--- src/rtl/heavy_hash_result_collector.sv ---
// Collects four 64-bit heavy-hash words, compares the 256-bit hash against a target, and reports winning nonces.
// Optional found_hash output enabled by defining HH_COLLECT_FOUND_HASH_EN.
module heavy_hash_result_collector #(
   parameter int unsigned CNT_W = 32
) (
   input  logic             clk,
   input  logic             rst,
   input  logic [63:0]      hh_data,
   input  logic             hh_we,
   output logic             hh_stall,
   input  logic [31:0]      nonce,
   output logic             nonce_re,
   input  logic             target_we,
   input  logic [1:0]       target_idx,
   input  logic [63:0]      target_din,
   output logic             found_valid,
   input  logic             found_ack,
   output logic [31:0]      found_nonce,
   output logic [CNT_W-1:0] hash_count,
   output logic             drop_err
`ifdef HH_COLLECT_FOUND_HASH_EN
   ,
   output logic [255:0]     found_hash
`endif
);

   typedef enum logic [1:0] {
      COLLECT = 2'd0,
      POP     = 2'd1,
      LATCH   = 2'd2,
      REPORT  = 2'd3
   } state_t;

   state_t            state;
   state_t            next_state;
   logic [1:0]        word_cnt;
   logic [255:0]      hash_buf;
   logic [3:0][63:0]  target_words;
   logic              match_q;

   always_ff @(posedge clk or negedge rst) begin
      if (!rst) begin
         state <= COLLECT;
      end else begin
         state <= next_state;
      end
   end

   always_comb begin
      next_state  = state;
      hh_stall    = 1'b1;
      nonce_re    = 1'b0;
      found_valid = 1'b0;
      case (state)
         COLLECT: begin
            hh_stall = 1'b0;
            if (hh_we && (word_cnt == 2'd3)) begin
               next_state = POP;
            end
         end
         POP: begin
            nonce_re   = 1'b1;
            next_state = LATCH;
         end
         LATCH: begin
            next_state = match_q ? REPORT : COLLECT;
         end
         REPORT: begin
            found_valid = 1'b1;
            if (found_ack) begin
               next_state = COLLECT;
            end
         end
         default: begin
            next_state = COLLECT;
         end
      endcase
   end

   // Word counter wraps 3 -> 0 on its own, so it is already clear when COLLECT resumes.
   always_ff @(posedge clk or negedge rst) begin
      if (!rst) begin
         word_cnt <= '0;
         hash_buf <= '0;
      end else if ((state == COLLECT) && hh_we) begin
         hash_buf[{word_cnt, 6'd0} +: 64] <= hh_data;
         word_cnt                         <= word_cnt + 2'd1;
      end
   end

   // Compare uses the target as it stood before any write landing on the POP edge.
   always_ff @(posedge clk or negedge rst) begin
      if (!rst) begin
         target_words <= '1;
         match_q      <= 1'b0;
      end else begin
         if (target_we) begin
            target_words[target_idx] <= target_din;
         end
         if (state == POP) begin
            match_q <= (hash_buf <= target_words);
         end
      end
   end

   always_ff @(posedge clk or negedge rst) begin
      if (!rst) begin
         hash_count  <= '0;
         found_nonce <= '0;
         drop_err    <= 1'b0;
`ifdef HH_COLLECT_FOUND_HASH_EN
         found_hash  <= '0;
`endif
      end else begin
         if (hh_we && hh_stall) begin
            drop_err <= 1'b1;
         end
         if (state == LATCH) begin
            hash_count <= hash_count + CNT_W'(1);
            if (match_q) begin
               found_nonce <= nonce;
`ifdef HH_COLLECT_FOUND_HASH_EN
               found_hash  <= hash_buf;
`endif
            end
         end
      end
   end

endmodule

--- config.mk ---
export PLATFORM = sky130hd
export DESIGN_NAME = heavy_hash_result_collector
export DESIGN_NICKNAME = d
export VERILOG_FILES = /design/src/rtl/heavy_hash_result_collector.sv
export SDC_FILE = /design/constraint.sdc
export NUM_CORES = 1
export LEC_CHECK = 0
export CAP_MARGIN = 15
export CORE_ASPECT_RATIO = 1.2
export CORE_MARGIN = 3
export CORE_UTILIZATION = 62
export CTS_BUF_LIST = sky130_fd_sc_hd__clkbuf_2 sky130_fd_sc_hd__clkbuf_4 sky130_fd_sc_hd__clkbuf_8
export CTS_CLUSTER_DIAMETER = 50
export DETAILED_ROUTE_END_ITERATION = 8
export GPL_ROUTABILITY_DRIVEN = 1
export PLACE_DENSITY = 0.84
export REMOVE_ABC_BUFFERS = 1
export SYNTH_ARGS = -nofsm -noshare
export SYNTH_HDL_FRONTEND = slang
export SYNTH_SLANG_ARGS = --single-unit
--- constraint.sdc ---
create_clock -name clk -period 3.63 [get_ports clk]
set_input_delay 1.089 -clock clk [delete_from_list [all_inputs] [get_ports clk]]
set_output_delay 1.089 -clock clk [all_outputs]
set_load 0.05 [all_outputs]
==> summary.txt <==
Status
  • Status: finished, final reports clean

Finish
  • Filler cells: approximately 3.2k
  • Layout cells sized above 1: roughly 23%
  • Synthesis-to-layout area growth: 18.3%
  • Final core occ: approximately three quarters
  • Finished Cell Area: 34300 sq um
  • Fin nets: 3538

CTS
  • Skew-Pair Late Insertion Delay: around 0.67 ns
  • CTS tree: yes
  • Post-CTS Setup Bufs: 0
  • Hold-fix buffers, CTS: 0
  • Clock Sinks: about 580
  • Cts bufs inserted: 92
  • Root buf cell: clkbuf_8
  • H-tree depth: 3
  • CTS clk-pin slew, worst paths: roughly 0.070 ns
  • Post-CTS sizing: 0
  • CTS Buffer Depth: 3

Hold path
  • Hold Path Class: in -> async

Critical path
  • Worst-path maximum fanout: 5
  • Worst path cell trace: nand2b_1 > inv_1 > clkdlybuf4s50_1
  • Critical path buffers and inverters: 2
  • Crit path largest cell delay: 0.84 ns
  • Setup CP Type: reg -> out
  • CP max stage cell: clkdlybuf4s50_1
  • Setup crit end kind: output port
  • Worst EP arrival: 2.36 ns
  • Crit path max-delay family: buffers and inverters
  • Critical Path RT: between 2 and 3 ns
  • CP startpoint kind: flop

Yosys
  • Commonest cells in the netlist: nand2_1, o21ai_0, dfrtp_1
  • Top cells by area, synth: dfrtp_1, dfstp_2, ha_1, mux2_2, nand2_1
  • Distinct cells, synth: 65
  • Top FF cell, synth: dfrtp_1
  • Syn Inst Count: 2861
  • Flop and latch count out of synthesis: approximately 580
  • Count leader, synth: nand2_1
  • Async set-reset flop share out of synthesis: 100%
  • Area leader, netlist: dfrtp_1
  • Ys Warns: 0
  • Syn Area/Cell: 10.1 sq um
  • Post-synth EDFFs: 0
  • Synthesized cell area: 29000 sq um
  • Seq/Total Area, Yosys: between 50% and 60%
  • Area share of the largest cell type after synthesis: 28.2%

STA
  • Final hold vios: 0
  • RSZ-0062 raised after global routing: no
  • Worst Skew: 0.0186 ns
  • Worst hold slack: 0.417 ns
  • Max Freq: about 290 MHz
  • Fin. max-slew vios: 0
  • Endpoints failing setup: 0
  • Setup TNS: 0 ns
  • Worst Max-Slew Pin Slew: roughly 1.0 ns
  • Final Cycle Share: a little over nine tenths
  • Max transition margin: between 30% and 40%
  • Tmin final: 3.45 ns

Route
  • Antenna-violating nets left: 0
  • # DRC: 0
  • Via Count: ~22k
  • Vias per std cell: roughly 5.8
  • DRT iter0 DRCs: ~1.5k
  • Drt first pass iters: 5
  • Total Wirelength: about 75000 microns
  • DR WL/cell: slightly below 20 microns

Floorplan
  • Ports: about 240
  • Die Span Y: approximately 240 microns
  • Row count: 86
  • Die W: between 200 and 250 microns
  • Die area: slightly below 50000 sq um
  • Starting density of the core: ~63%
  • Core area: 46100 sq um

Power and ir drop
  • Part of the power in registers: between 30 and 40%
  • P per Cell Area: between 700 and 800 nW/um^2
  • Combinational share of power: between 30% and 40%
  • Lkg Pwr: ~16 nW
  • Sw power: 9.33 mW
  • Net Sw Frac: a little under two fifths
  • Clock power frac: between 20% and 30%
  • Worst IR Drop VDD: around 0.00061 V
  • Pint: 15.7 mW

Global routing
  • Tot GR Track Use: a little under a third
  • Global route overflow: 0
  • Pin count of the biggest net entering global routing: 109
  • Vias in the first global route: roughly 24k
  • Initial antenna violation count: 3
  • First-pass GRT wire length: around 120000 microns

Placement
  • DP Wirelength: between 50000 and 60000 microns
  • PortBufs: 234
  • Gpl congestion: 0.897
  • Post-DP Area: between 30000 and 40000 sq um

Run
  • Max Cap Viol: 0
## stage by stage
step	cells	total power, mW	worst slack, ns
2_1_floorplan	2741	15.5	-1.18
3_3_place_gp	3630	18.2	0.611
3_5_place_dp	3631	18.9	0.543
4_1_cts	3801	25.0	0.145
5_1_grt	3803	26.6	0.0964
6_report	3803	25.0	0.177
## layout by cell type, fill, tap and decap left out, types with 19 or more instances in the layout
| cell | n |
|---|---|
| clkbuf_8 | 118 |
| buf_4 | 20 |
| ha_1 | 262 |
| o21ai_0 | 355 |
| a21o_1 | 28 |
| a21oi_1 | 100 |
| clkdlybuf4s50_1 | 233 |
| buf_12 | 19 |
| xnor2_1 | 20 |
| mux2_2 | 226 |
| inv_1 | 266 |
| clkbuf_4 | 44 |
| dfstp_2 | 256 |
| nand3_1 | 32 |
| nand2_1 | 655 |
| nand4_1 | 48 |
| nor2_1 | 25 |
| dfrtp_1 | 326 |
## state kept, by name, summed over array words and instances, names as in the netlist
name and count:
word_cnt 2, drop_err 1, found_nonce 32, hash_buf 256, state 2, match_q 1, hash_count 32, target_words 256
## per-layer routing
layer | vias up | global-route usage (%) | wire length, microns
met5 | - | 0 | 11
met4 | 2 | 15.7 | 3750
met3 | 256 | 4.49 | 4290
met2 | 799 | 54.2 | 38900
met1 | 10929 | 37.4 | 28300
li1 | 10149 | - | -
## area by class of cell
cell class / instances / area [sq um] / area share [%]
flip-flops and latches: 582 / 14900 / 43.4
repair buffers: 274 / 2910 / 8.48
well taps: 616 / 771 / 2.25
clock inverters: 8 / 65.1 / 0.190
inverters: 266 / 998 / 2.91
multi-input cells: 1893 / 12700 / 37.0
clock buffers: 162 / 1950 / 5.70
diodes: 2 / 5.00 / 0.0146
## power groups by stage
stage	registers (mW)	clock network, mW	logic [mW]
2_1_floorplan	10.4	0	5.08
3_3_place_gp	9.85	0	8.36
3_5_place_dp	9.98	0	8.90
4_1_cts	9.91	6.06	9.04
5_1_grt	10.2	6.39	10.1
6_report	9.94	5.97	9.07
## worst reg2reg max path: stages, from the launching register on
cell	delay [ns]
dfstp_2	0.54
inv_1	0.04
ha_1	0.29
a21oi_1	0.15
o21ai_0	0.09
a2111oi_0	0.88
o221ai_1	0.34
a31oi_1	0.22
o211ai_1	0.10
a21o_1	0.18
o211ai_2	0.14
## worst paths after layout
path | start | endpoint | slack, ns | depth (start not counted)
min in group clk | hash_buf[72] | hash_buf[72] | 0.49 | 2
hold / removal | rst | hash_count[31] | 0.42 | 1
setup / recovery | state[1] | nonce_re | 0.18 | 3
hold reg to reg | hash_buf[72] | hash_buf[72] | 0.49 | 2
setup reg to reg | target_words[241] | match_q | 0.58 | 10
max in group asynchronous | rst | target_words[152] | 2.23 | 2
## kinds of logic (layout without fill, tap and decap cells)
kind of cell / after synthesis / in the layout / synth area share [%]
AND/OR/NAND/NOR: 841 / 841 / 12.6
flip-flops: 582 / 582 / 51.4
AO/OA/AOI/OAI: 532 / 532 / 9.95
buffers and inverters: 386 / 710 / 5.04
adder cells (fa/ha/maj): 262 / 262 / 11.3
multiplexers: 226 / 226 / 8.78
XOR/XNOR: 32 / 32 / 0.967
other: 0 / 2 / 0
(Power assumes the default switching activity.)
